## src/rtl/osbm_if.sv

```systemverilog
// Request/ack and flit bundle between the input-side managers and one output-side buffer manager.
interface osbm_if #(
  parameter int unsigned W = 8
);
  logic [3:0]     req;
  logic [3:0]     ack;
  logic [3:0]     re_i;
  logic [4*W-1:0] din;
  logic           full;
  logic           we;
  logic [W-1:0]   dout;
  logic           busy;
  logic           ovf;

  modport master (output req, re_i, din, full, input ack, we, dout, busy, ovf);
  modport slave  (input req, re_i, din, full, output ack, we, dout, busy, ovf);
endinterface

```

## src/rtl/osbm.sv

```systemverilog
// Output-side buffer manager: round-robin grant among four inputs, then forwards the
// granted input's flit stream into the output FIFO until that input stops reading.
module osbm #(
  parameter int unsigned W = 8
) (
  input  logic   clk,
  input  logic   rst,
  osbm_if.slave  bus_io
);

  localparam int unsigned NPORT = 4;

  typedef enum logic [1:0] {
    IDLE = 2'b00,
    ACK  = 2'b01,
    XFER = 2'b10
  } state_e;

  state_e       state_q, state_d;
  logic [1:0]   sel_q, sel_d;
  logic [1:0]   ptr_q, ptr_d;
  logic [3:0]   ack_q, ack_d;
  logic         we_q, we_d;
  logic [W-1:0] dout_q, dout_d;
  logic         busy_q, busy_d;
  logic         ovf_q, ovf_d;

  logic         grant_vld;
  logic [1:0]   grant_idx;
  logic         re_sel;
  logic [W-1:0] din_sel;
  logic         capture;

  assign re_sel  = bus_io.re_i[sel_q];
  assign din_sel = bus_io.din[32'(sel_q) * W +: W];
  assign capture = (state_q == ACK) || (state_q == XFER);

  // First requesting port found when scanning upward from the round-robin pointer.
  always_comb begin
    grant_vld = 1'b0;
    grant_idx = ptr_q;
    for (int unsigned i = 0; i < NPORT; i++) begin
      if (!grant_vld && bus_io.req[ptr_q + 2'(i)]) begin
        grant_vld = 1'b1;
        grant_idx = ptr_q + 2'(i);
      end
    end
  end

  always_comb begin
    state_d = state_q;
    sel_d   = sel_q;
    ptr_d   = ptr_q;
    ack_d   = 4'b0000;
    we_d    = 1'b0;
    dout_d  = dout_q;
    ovf_d   = ovf_q;

    case (state_q)
      IDLE: begin
        if (!bus_io.full && grant_vld) begin
          sel_d   = grant_idx;
          state_d = ACK;
        end
      end
      ACK: begin
        state_d = XFER;
      end
      XFER: begin
        if (!re_sel) begin
          state_d = IDLE;
          ptr_d   = sel_q + 2'd1;
        end
      end
      default: begin
        state_d = IDLE;
      end
    endcase

    // Flits arriving while the FIFO is full are dropped and flagged.
    if (capture && re_sel) begin
      dout_d = din_sel;
      we_d   = ~bus_io.full;
      if (bus_io.full) begin
        ovf_d = 1'b1;
      end
    end

    if (state_d == ACK) begin
      ack_d[sel_d] = 1'b1;
    end
    busy_d = (state_d != IDLE);
  end

  always_ff @(posedge clk or posedge rst) begin
    if (rst) begin
      state_q <= IDLE;
      sel_q   <= 2'd0;
      ptr_q   <= 2'd0;
      ack_q   <= 4'b0000;
      we_q    <= 1'b0;
      dout_q  <= '0;
      busy_q  <= 1'b0;
      ovf_q   <= 1'b0;
    end else begin
      state_q <= state_d;
      sel_q   <= sel_d;
      ptr_q   <= ptr_d;
      ack_q   <= ack_d;
      we_q    <= we_d;
      dout_q  <= dout_d;
      busy_q  <= busy_d;
      ovf_q   <= ovf_d;
    end
  end

  assign bus_io.ack  = ack_q;
  assign bus_io.we   = we_q;
  assign bus_io.dout = dout_q;
  assign bus_io.busy = busy_q;
  assign bus_io.ovf  = ovf_q;

endmodule

```

## src/flat_wrapper.sv

```systemverilog
// flat-port wrapper written by rule: the top's interface ports become plain ports
module osbm_flat 
#(
  parameter int unsigned W = 8
)
  (clk, rst, bus_io_req, bus_io_re_i, bus_io_din, bus_io_full, bus_io_ack, bus_io_we, bus_io_dout, bus_io_busy, bus_io_ovf);
  osbm_if #(.W(W)) bus_io_i ();
  input  logic clk;
  input  logic rst;
  input wire logic [$bits(bus_io_i.req)-1:0] bus_io_req;
  input wire logic [$bits(bus_io_i.re_i)-1:0] bus_io_re_i;
  input wire logic [$bits(bus_io_i.din)-1:0] bus_io_din;
  input wire logic [$bits(bus_io_i.full)-1:0] bus_io_full;
  output wire logic [$bits(bus_io_i.ack)-1:0] bus_io_ack;
  output wire logic [$bits(bus_io_i.we)-1:0] bus_io_we;
  output wire logic [$bits(bus_io_i.dout)-1:0] bus_io_dout;
  output wire logic [$bits(bus_io_i.busy)-1:0] bus_io_busy;
  output wire logic [$bits(bus_io_i.ovf)-1:0] bus_io_ovf;
  assign bus_io_i.req = bus_io_req;
  assign bus_io_i.re_i = bus_io_re_i;
  assign bus_io_i.din = bus_io_din;
  assign bus_io_i.full = bus_io_full;
  assign bus_io_ack = bus_io_i.ack;
  assign bus_io_we = bus_io_i.we;
  assign bus_io_dout = bus_io_i.dout;
  assign bus_io_busy = bus_io_i.busy;
  assign bus_io_ovf = bus_io_i.ovf;
  osbm #(.W(W)) u_core (.clk(clk), .rst(rst), .bus_io(bus_io_i));
endmodule
```

## config.mk

```make
export PLATFORM = sky130hd
export DESIGN_NAME = osbm_flat
export DESIGN_NICKNAME = d
export VERILOG_FILES = /design/src/rtl/osbm_if.sv /design/src/rtl/osbm.sv /design/src/flat_wrapper.sv
export SDC_FILE = /design/constraint.sdc
export NUM_CORES = 1
export LEC_CHECK = 0
export CORE_MARGIN = 2
export CORE_UTILIZATION = 42
export CTS_CLUSTER_DIAMETER = 200
export DETAILED_ROUTE_END_ITERATION = 10
export PLACE_DENSITY = 0.89
export SLEW_MARGIN = 20
export SYNTH_ARGS = -nofsm -noshare
export SYNTH_HDL_FRONTEND = slang
export SYNTH_SLANG_ARGS = --single-unit
```

## constraint.sdc

```tcl
create_clock -name clk -period 3.2 [get_ports clk]
set_input_delay 0.32 -clock clk [delete_from_list [all_inputs] [get_ports clk]]
set_output_delay 0.32 -clock clk [all_outputs]
set_load 0.01 [all_outputs]
```

## Yosys cells after proc, flatten, opt, wreduce, memory -nomap -nowiden

Index checks and enable logic that the tools add are counted.

- Reduce and logical (&&, ||, !) cells: 15
- Bitwise operators: 2
- Shifts and indexed selects: 1
- $lt $le $gt $ge: 7
- Mux-type cells: 26
- Equality and inequality tests: 3
- Add/subtract/negate cells: 4

Operators by type and width:

| operator | count |
|---|---|
| 32-bit by 6-bit indexed part select with 8-bit output | 1 |
| 2-bit by 3-bit < comparator with 1-bit output (second input constant) | 6 |
| 2-bit 2-to-1 mux | 7 |
| 1-bit 2-to-1 mux | 11 |
| 1-bit binary-select mux with 2-bit select | 5 |
| 1-bit logical AND | 6 |
| 2-bit one-hot mux with 3 select lines | 1 |
| 2-bit by 1-bit adder with 2-bit output (second input constant) | 2 |
| 2-bit adder (second input constant) | 2 |
| 2-bit by 1-bit equality test with 1-bit output (second input constant) | 2 |
| 1-bit zero test | 4 |
| 4-bit 2-to-1 mux | 1 |
| 2-bit AND reduction | 2 |
| 1-bit demux with 2-bit select | 1 |
| 2-bit equality test (second input constant) | 1 |
| 2-bit by 1-bit >= comparator with 1-bit output (second input constant) | 1 |
| 2-bit zero test | 1 |
| 1-bit NOT | 2 |
| 2-bit nonzero test | 1 |
| 1-bit logical OR | 1 |

- Word-level logic and storage cells: 66
- Bits in registers: 21
- Output and inout port bits: 15
- Input bits: 43

## Longest topological paths before layout

Gate-level depths: netlist of run 1.

- Word-level depth: 20
- Depth in mapped cells: 8
- Depth with buffers taken out: 8

## Worst setup path after synthesis of run 1

Ideal clock, no wire load.

- Path kind: register to register
- Start: register u_core.state_q[0]
- End: register u_core.ack_q[0] (netlist: u_core.bus_io.ack[0])
- Required time: 3,114 ps
- Path buffers: 0
- Arrival: 1,562 ps
- Cell stages (with the launch flop): 9
- Clock period less this slack: 1,649 ps
- Slack: 1,551 ps
- Library setup time: 86 ps
- Cells stage by stage: dfrtp_1 -> inv_1 -> ha_1 -> nor2b_1 -> o41a_1 -> nand2_1 -> o22ai_1 -> inv_1 -> nor3_1

- Word-level cells in the longest chain between the ends: 7
- Elaborated cells on any way between the ends: 14
- Those cells by class: order compare (2); eq/ne (3); mux (7); reduce/logical (2)

Ends and longest elaborated chain:

| what | line | text |
|---|---|---|
| from (decl) | osbm.sv:19 | `state_e state_q, state_d;` |
| from (signal assigned) | osbm.sv:106 | `state_q <= state_d;` |
| 2-bit zero test (*) | osbm.sv:59 | `case (state_q)` |
| 2-bit 2-to-1 mux (*) | osbm.sv:59 |  |
| named net u_core.sel_d[1] | osbm.sv:20 | `logic [1:0] sel_q, sel_d;` |
| 2-bit by 3-bit < comparator with 1-bit output (implied by the code) or 2-bit by 1-bit >= comparator with 1-bit output (tied branches) | osbm.sv:90 | `ack_d[sel_d] = 1'b1;` |
| 1-bit logical AND (implied by the code) | osbm.sv:90 |  |
| 1-bit 2-to-1 mux (implied by the code) | osbm.sv:90 |  |
| 1-bit demux with 2-bit select (*) | - |  |
| 4-bit 2-to-1 mux (*) | osbm.sv:89 | `if (state_d == ACK) begin` |
| named net u_core.ack_d[0] | osbm.sv:22 | `logic [3:0] ack_q, ack_d;` |
| to (signal assigned) | osbm.sv:109 | `ack_q <= ack_d;` |
| to (decl) | osbm.sv:22 |  |

Mark *: on every way through the listed nets, which the timed path passes. The rest lies on a longest branch.
A chain may end at the register's enable or synchronous reset.

## Worst setup path after layout of run 1

Same ends and word-level chain as after synthesis.

==> results of run 1 <==
[worst max-delay path, cell delays in order, from the launching register on]
cell	delay [ns]
dfrtp_1	0.46
inv_1	0.13
ha_1	0.22
nor2b_1	0.20
o41a_1	0.25
nand2_1	0.07
o22ai_1	0.26
inv_1	0.14
nor3_1	0.19
[metal layers]
layer	GRT usage (%)	part of all wire [%]	up-vias	wire length (um)
li1	-	-	439	-
met3	4.42	8.4	2	238
met1	22.2	36	447	1030
met5	0	0	-	0
met4	7.48	0.35	0	10
met2	36.7	55	49	1540
[power by group]
| part | switching [mW] | total (mW) | leakage (nW) | internal, mW |
|---|---|---|---|---|
| registers | 0.0881 | 0.469 | 0.256 | 0.380 |
| logic | 0.318 | 0.758 | 0.450 | 0.440 |
| clock network | 0.0802 | 0.127 | 0.0177 | 0.0466 |
[Yosys cell counts, drive strengths merged]
master / instances
xor2: 1
o21ai: 4
inv: 9
buf: 1
nand2b: 2
mux2: 8
nor3: 4
dfrtp: 21
nand2: 4
nor2: 4
a211oi: 1
mux4: 9
nor3b: 2
a21oi: 2
and4: 1
a31o: 1
nor2b: 3
o22ai: 1
clkbuf: 1
o221ai: 1
o221a: 1
o41a: 1
a221oi: 1
ha: 3
[cell type report]
type                            count  area (um^2)
Clock buffer                        3         22.5
Clock inverter                      1         5.00
Fill cell                         193          754
Inverter                            9         33.8
Multi-Input combinational cell     54          566
Sequential cell                    21          526
Tap cell                           30         37.5
Timing Repair Buffer               58          578
[cell families (layout without fill, tap and decap cells)]
| family | after synthesis | after routing |
|---|---|---|
| flip-flops | 21 | 21 |
| AND/OR/NAND/NOR | 20 | 20 |
| multiplexers | 17 | 17 |
| AO/OA/AOI/OAI | 13 | 13 |
| buffers and inverters | 11 | 71 |
| adder cells (fa/ha/maj) | 3 | 3 |
| XOR/XNOR | 1 | 1 |
[registers in the layout, indices dropped and copies added (netlist names)]
signal              flops
u_core.bus_io.dout      8
u_core.ptr_q            2
u_core.sel_q            2
u_core.bus_io.busy      1
u_core.state_q          2
u_core.bus_io.we        1
u_core.bus_io.ack       4
u_core.bus_io.ovf       1
[through the flow]
step | util [%] | hold slack, ns | cells
floorplan | - | 0.297 | 86
global route | 70.1 | 0.515 | 176
detailed placement | 69.0 | 0.467 | 172
finish | 70.1 | 0.455 | 176
global placement | 69.0 | 0.468 | 172
CTS | 70.1 | 0.487 | 176
[worst paths after layout]
path,to,slack (ns),from,cells after the start
max in group asynchronous,u_core.bus_io.ack[3],2.27,rst,2
setup reg to reg,u_core.bus_io.ack[0],1.21,u_core.state_q[0],8
setup / recovery,u_core.bus_io.ack[0],1.21,u_core.state_q[0],8
min in group clk,u_core.bus_io.ovf,0.49,u_core.bus_io.ovf,1
hold / removal,u_core.bus_io.busy,0.46,rst,2
hold reg to reg,u_core.bus_io.ovf,0.49,u_core.bus_io.ovf,1
==> impl_metrics.csv, run 1 <==
group,metric,value,unit
place,finalWeightedCongestion,0.801,
die,coreArea,2520,um^2
run,max_cap_viol_count,0,
yosys,yosys.area_share.simple,10.8,%
yosys,synth_xor_area_share,0.773,%
power,power.leakage,0.725,nW
place,place_ws,1.18,ns
sta,finalHoldViolCount,0,
die,row_count,18,
route,wl_per_cell,16.0,um
clock_network,cts_buffer_depth,2,
yosys,synth.top_cell.area_share,46.4,%
sta,setup_tns,0,ns
yosys,netlist_area,1130,um^2
final_layout,nNetsFinal,193,
yosys,synth_area_leader_cell,"dfrtp_1",
yosys,yosys.cell_types.count,26,
clock_network,cts_buffers,3,
place,io_buffer_count,57,
clock_network,cts_tree,"yes",
yosys,synth_seq_area_share,46.4,%
route,drt_iter0_markers,21,
clock_network,cts.sinks,21,
global_routing,grt_max_degree,22,
clock_network,cts_hold_buf,0,
hold_path,min_path_type,"in -> async",
power,p_total,1.35,mW
yosys,postSynthAreaPerCell,13.2,um^2
yosys,synth_fa_ha_area_share,3.31,%
critical_path,end_kind,"flip-flop",
global_routing,track_usage,19.9,%
global_routing,grt_first_pass_wirelength,4.91,mm
final_layout,final_common_cell,"clkdlybuf4s50_1",
route,postRouteAntennaNets,0,
final_layout,design_area,1770,um^2
sta,post-route-period-util,62.2,%
die,dieWidth,56.0,um
yosys,synth_top_family_by_area,"multiplexers",
power,peakVddDrop,0.000530,V
final_layout,final_cell_mix,"clkdlybuf4s50_1, dfrtp_1, mux4_2, inv_1, mux2_2",
route,via_count,937,
sta,rsz0062_at_grt,"no",
final_layout,area_growth,56.0,%
global_routing,gr-total-overflow,0,
critical_path,worstPathRequired,3.43,ns
sta,maxSlewViolCount,0,
die,fp.dieH,56.0,um
sta,fmax,0.502,GHz
sta,relSlewSlack,49.3,%
clock_network,clk_pin_slew,0.12,ns
final_layout,drive_gt1_share,20.5,%
sta,setup_slack,1.21,ns
critical_path,critPathMaxFanout,4,
die,io_pins,58,
final_layout,diodes,0,
critical_path,arrival,2.22,ns
yosys,synth_nets,132,
global_routing,grt_pass1_vias,1083,
power,power_density,766,nW/um^2
route,post-route-drc-count,0,
place,dpl.hpwl,2.32,mm
yosys,ys_warn_count,0,
clock_network,cts_root_buf,"clkbuf_4",
clock_network,clk_latency,0.30,ns
clock_network,htreeDepth,1,
sta,finalSetupViolCount,0,
global_routing,grt_antenna_before_repair,0,
yosys,synth_mux_area_share,25.8,%
yosys,yosys_register_bits,21,
critical_path,start_kind,"flip-flop",
die,dieArea,3130,um^2
sta,fin_crit,1.99,ns
clock_network,cts_resized,0,
place,dpl_cell_area,1740,um^2
route,first_pass_iters,4,
yosys,synth.area.top_cells,"dfrtp_1, mux4_2, mux2_2, ha_1, inv_1",
yosys,syn-instance-count,86,
route,routed_wirelength,2.82,mm
die,start_util,44.9,%
route,viasPerCell,5.32,
sta,tightest_slew,0.760,ns
run_status,status,"complete, no violations",
clock_network,postCtsSetupBuffers,0,
critical_path,path_class,"reg -> reg",
sta,finalClockSkew,0.00164,ns
yosys,synth-compound-area-share,9.16,%
Power figures use the tool's default switching activity.
==> run 2: changes to the inputs <==
Settings changed: CORE_UTILIZATION 42 to 35, PLACE_DENSITY 0.89 to 0.8.
Clock period 3.2 ns to 1.7 ns, I/O delays scaled along.
==> run 2 against run 1 <==
Final cell count increased by 16%. Largest cell class unchanged. Setup slack got worse by 1.2 ns. Critical path type unchanged. Hold slack got worse by 0.26 ns. First-iteration DRC count decreased by 48%. Sequential share of layout area decreased by 2.6 points. Power increased by 110%. Clock power increased by 86%. Die area increased by 19%. Critical endpoint is now u_core.bus_io.ack[1]. Sequential cell count unchanged. Utilization decreased by 7.1 points. Critical path depth decreased by 1. Cell area increased by 9.7%.
==> impl_metrics.csv, run 2 (synthesis results as in run 1) <==
group,metric,value,unit
route,via_count,1006,
run_status,status,"complete, no violations",
final_layout,area_growth,71.1,%
die,fp.dieH,60.9,um
final_layout,nNetsFinal,207,
power,p_total,2.88,mW
die,io_pins,58,
clock_network,cts_buffer_depth,2,
final_layout,final_common_cell,"clkdlybuf4s50_1",
clock_network,cts_root_buf,"clkbuf_4",
critical_path,critPathMaxFanout,4,
sta,post-route-period-util,97.2,%
final_layout,final_cell_mix,"clkdlybuf4s50_1, dfrtp_1, buf_4",
run,max_cap_viol_count,0,
final_layout,largest_register_ffs,8,
global_routing,track_usage,16.9,%
sta,fin_crit,1.65,ns
sta,setup_slack,0.0483,ns
sta,maxSlewViolCount,0,
hold_path,min_path_type,"in -> async",
clock_network,htreeDepth,1,
final_layout,drive_gt1_share,31.3,%
final_layout,diodes,0,
clock_network,cts_tree,"yes",
sta,fmax,0.605,GHz
critical_path,path_class,"reg -> reg",
global_routing,grt_pass1_vias,1028,
die,coreArea,3080,um^2
die,dieArea,3710,um^2
place,io_buffer_count,57,
global_routing,grt_antenna_before_repair,0,
route,wl_per_cell,14.4,um
power,power.leakage,0.814,nW
critical_path,end_kind,"flip-flop",
place,dpl.hpwl,2.29,mm
die,dieWidth,60.9,um
final_layout,final_cells,204,
route,first_pass_iters,2,
critical_path,arrival,1.89,ns
route,drt_iter0_markers,11,
place,place_ws,-0.140,ns
clock_network,clk_pin_slew,0.11,ns
clock_network,cts.sinks,21,
place,place_inst,196,
route,postRouteAntennaNets,0,
route,viasPerCell,4.93,
route,routed_wirelength,2.94,mm
critical_path,worstPathRequired,1.94,ns
place,dpl_cell_area,1830,um^2
route,post-route-drc-count,0,
global_routing,grt_first_pass_wirelength,4.48,mm
global_routing,grt_max_degree,22,
die,start_util,36.8,%
sta,hold_ws,0.195,ns
clock_network,cts_buffers,3,
sta,relSlewSlack,82.5,%
sta,finalHoldViolCount,0,
final_layout,nFillCells,246,
global_routing,gr-total-overflow,0,
place,finalWeightedCongestion,0.763,
power,power_density,1480,nW/um^2
power,peakVddDrop,0.000602,V
sta,rsz0062_at_grt,"yes",
sta,tightest_slew,0.263,ns
sta,finalClockSkew,0.000768,ns
sta,finalSetupViolCount,0,
final_layout,design_area,1940,um^2
clock_network,clk_latency,0.30,ns
die,row_count,20,
critical_path,start_kind,"flip-flop",
-- run 2: cell count changes in the layout (fill, tap and decap cells not counted), moves of 2 or more --
cell / before / now
inv_1: 9 / 6
nand2_4: 0 / 2
inv_2: 0 / 3
nand2_2: 2 / 0
buf_4: 1 / 15
-- run 2: cell type report --
| cell class | count | area [um^2] | share of cell area, % |
|---|---|---|---|
| multi-input combinational | 54 | 616 | 31.7 |
| timing repair buffer | 72 | 683 | 35.2 |
| tap | 44 | 55.1 | 2.84 |
| inverter | 9 | 33.8 | 1.74 |
| sequential | 21 | 526 | 27.1 |
| clock buffer | 4 | 26.3 | 1.35 |
-- run 2: repair_timing --
action,CTS,global route
cloned,0,0
resized for setup,7,5
hold buffers,0,0
buffers inserted,1,3
endpoints found under the setup margin,4,13
pin swaps,2,5
-- run 2: worst paths after layout --
check / startpoint / end / slack, ns / depth (start not counted)
min in group clk: u_core.bus_io.ovf / u_core.bus_io.ovf / 0.48 / 1
worst max-delay path: u_core.state_q[1] / u_core.bus_io.ack[1] / 0.05 / 7
worst max register to register: u_core.state_q[1] / u_core.bus_io.ack[1] / 0.05 / 7
max in group asynchronous: rst / u_core.ptr_q[0] / 1.30 / 3
worst min-delay path: rst / u_core.bus_io.dout[1] / 0.19 / 3
worst min register to register: u_core.bus_io.ovf / u_core.bus_io.ovf / 0.48 / 1
-- run 2: routing by layer --
layer,track usage (%),wire length (um),up-vias
li1,-,-,469
met5,0,0,-
met1,19.9,1110,500
met4,10.6,40,0
met2,28.1,1580,33
met3,3.41,197,4
-- run 2: report_power, final --
part,total (mW),leakage (nW),switching (mW),internal (mW)
clock network,0.236,0.0150,0.145,0.0915
logic,1.81,0.543,0.741,1.06
registers,0.834,0.256,0.117,0.717
-- run 2: per-stage QoR --
step                setup TNS (ns)  utilization (%)
global placement             -1.08             59.6
floorplan                        0                -
CTS                              0             62.0
detailed placement           -1.51             59.6
finish                           0             63.0
global route                -0.187             63.0
-- run 2: worst max-delay path: stages, from the launching register on --
cell and delay (ns):
dfrtp_1 0.41, inv_2 0.09, ha_4 0.15, nor2b_4 0.15
o41a_1 0.29, o221a_4 0.26, nand2_4 0.07, nor3b_2 0.16
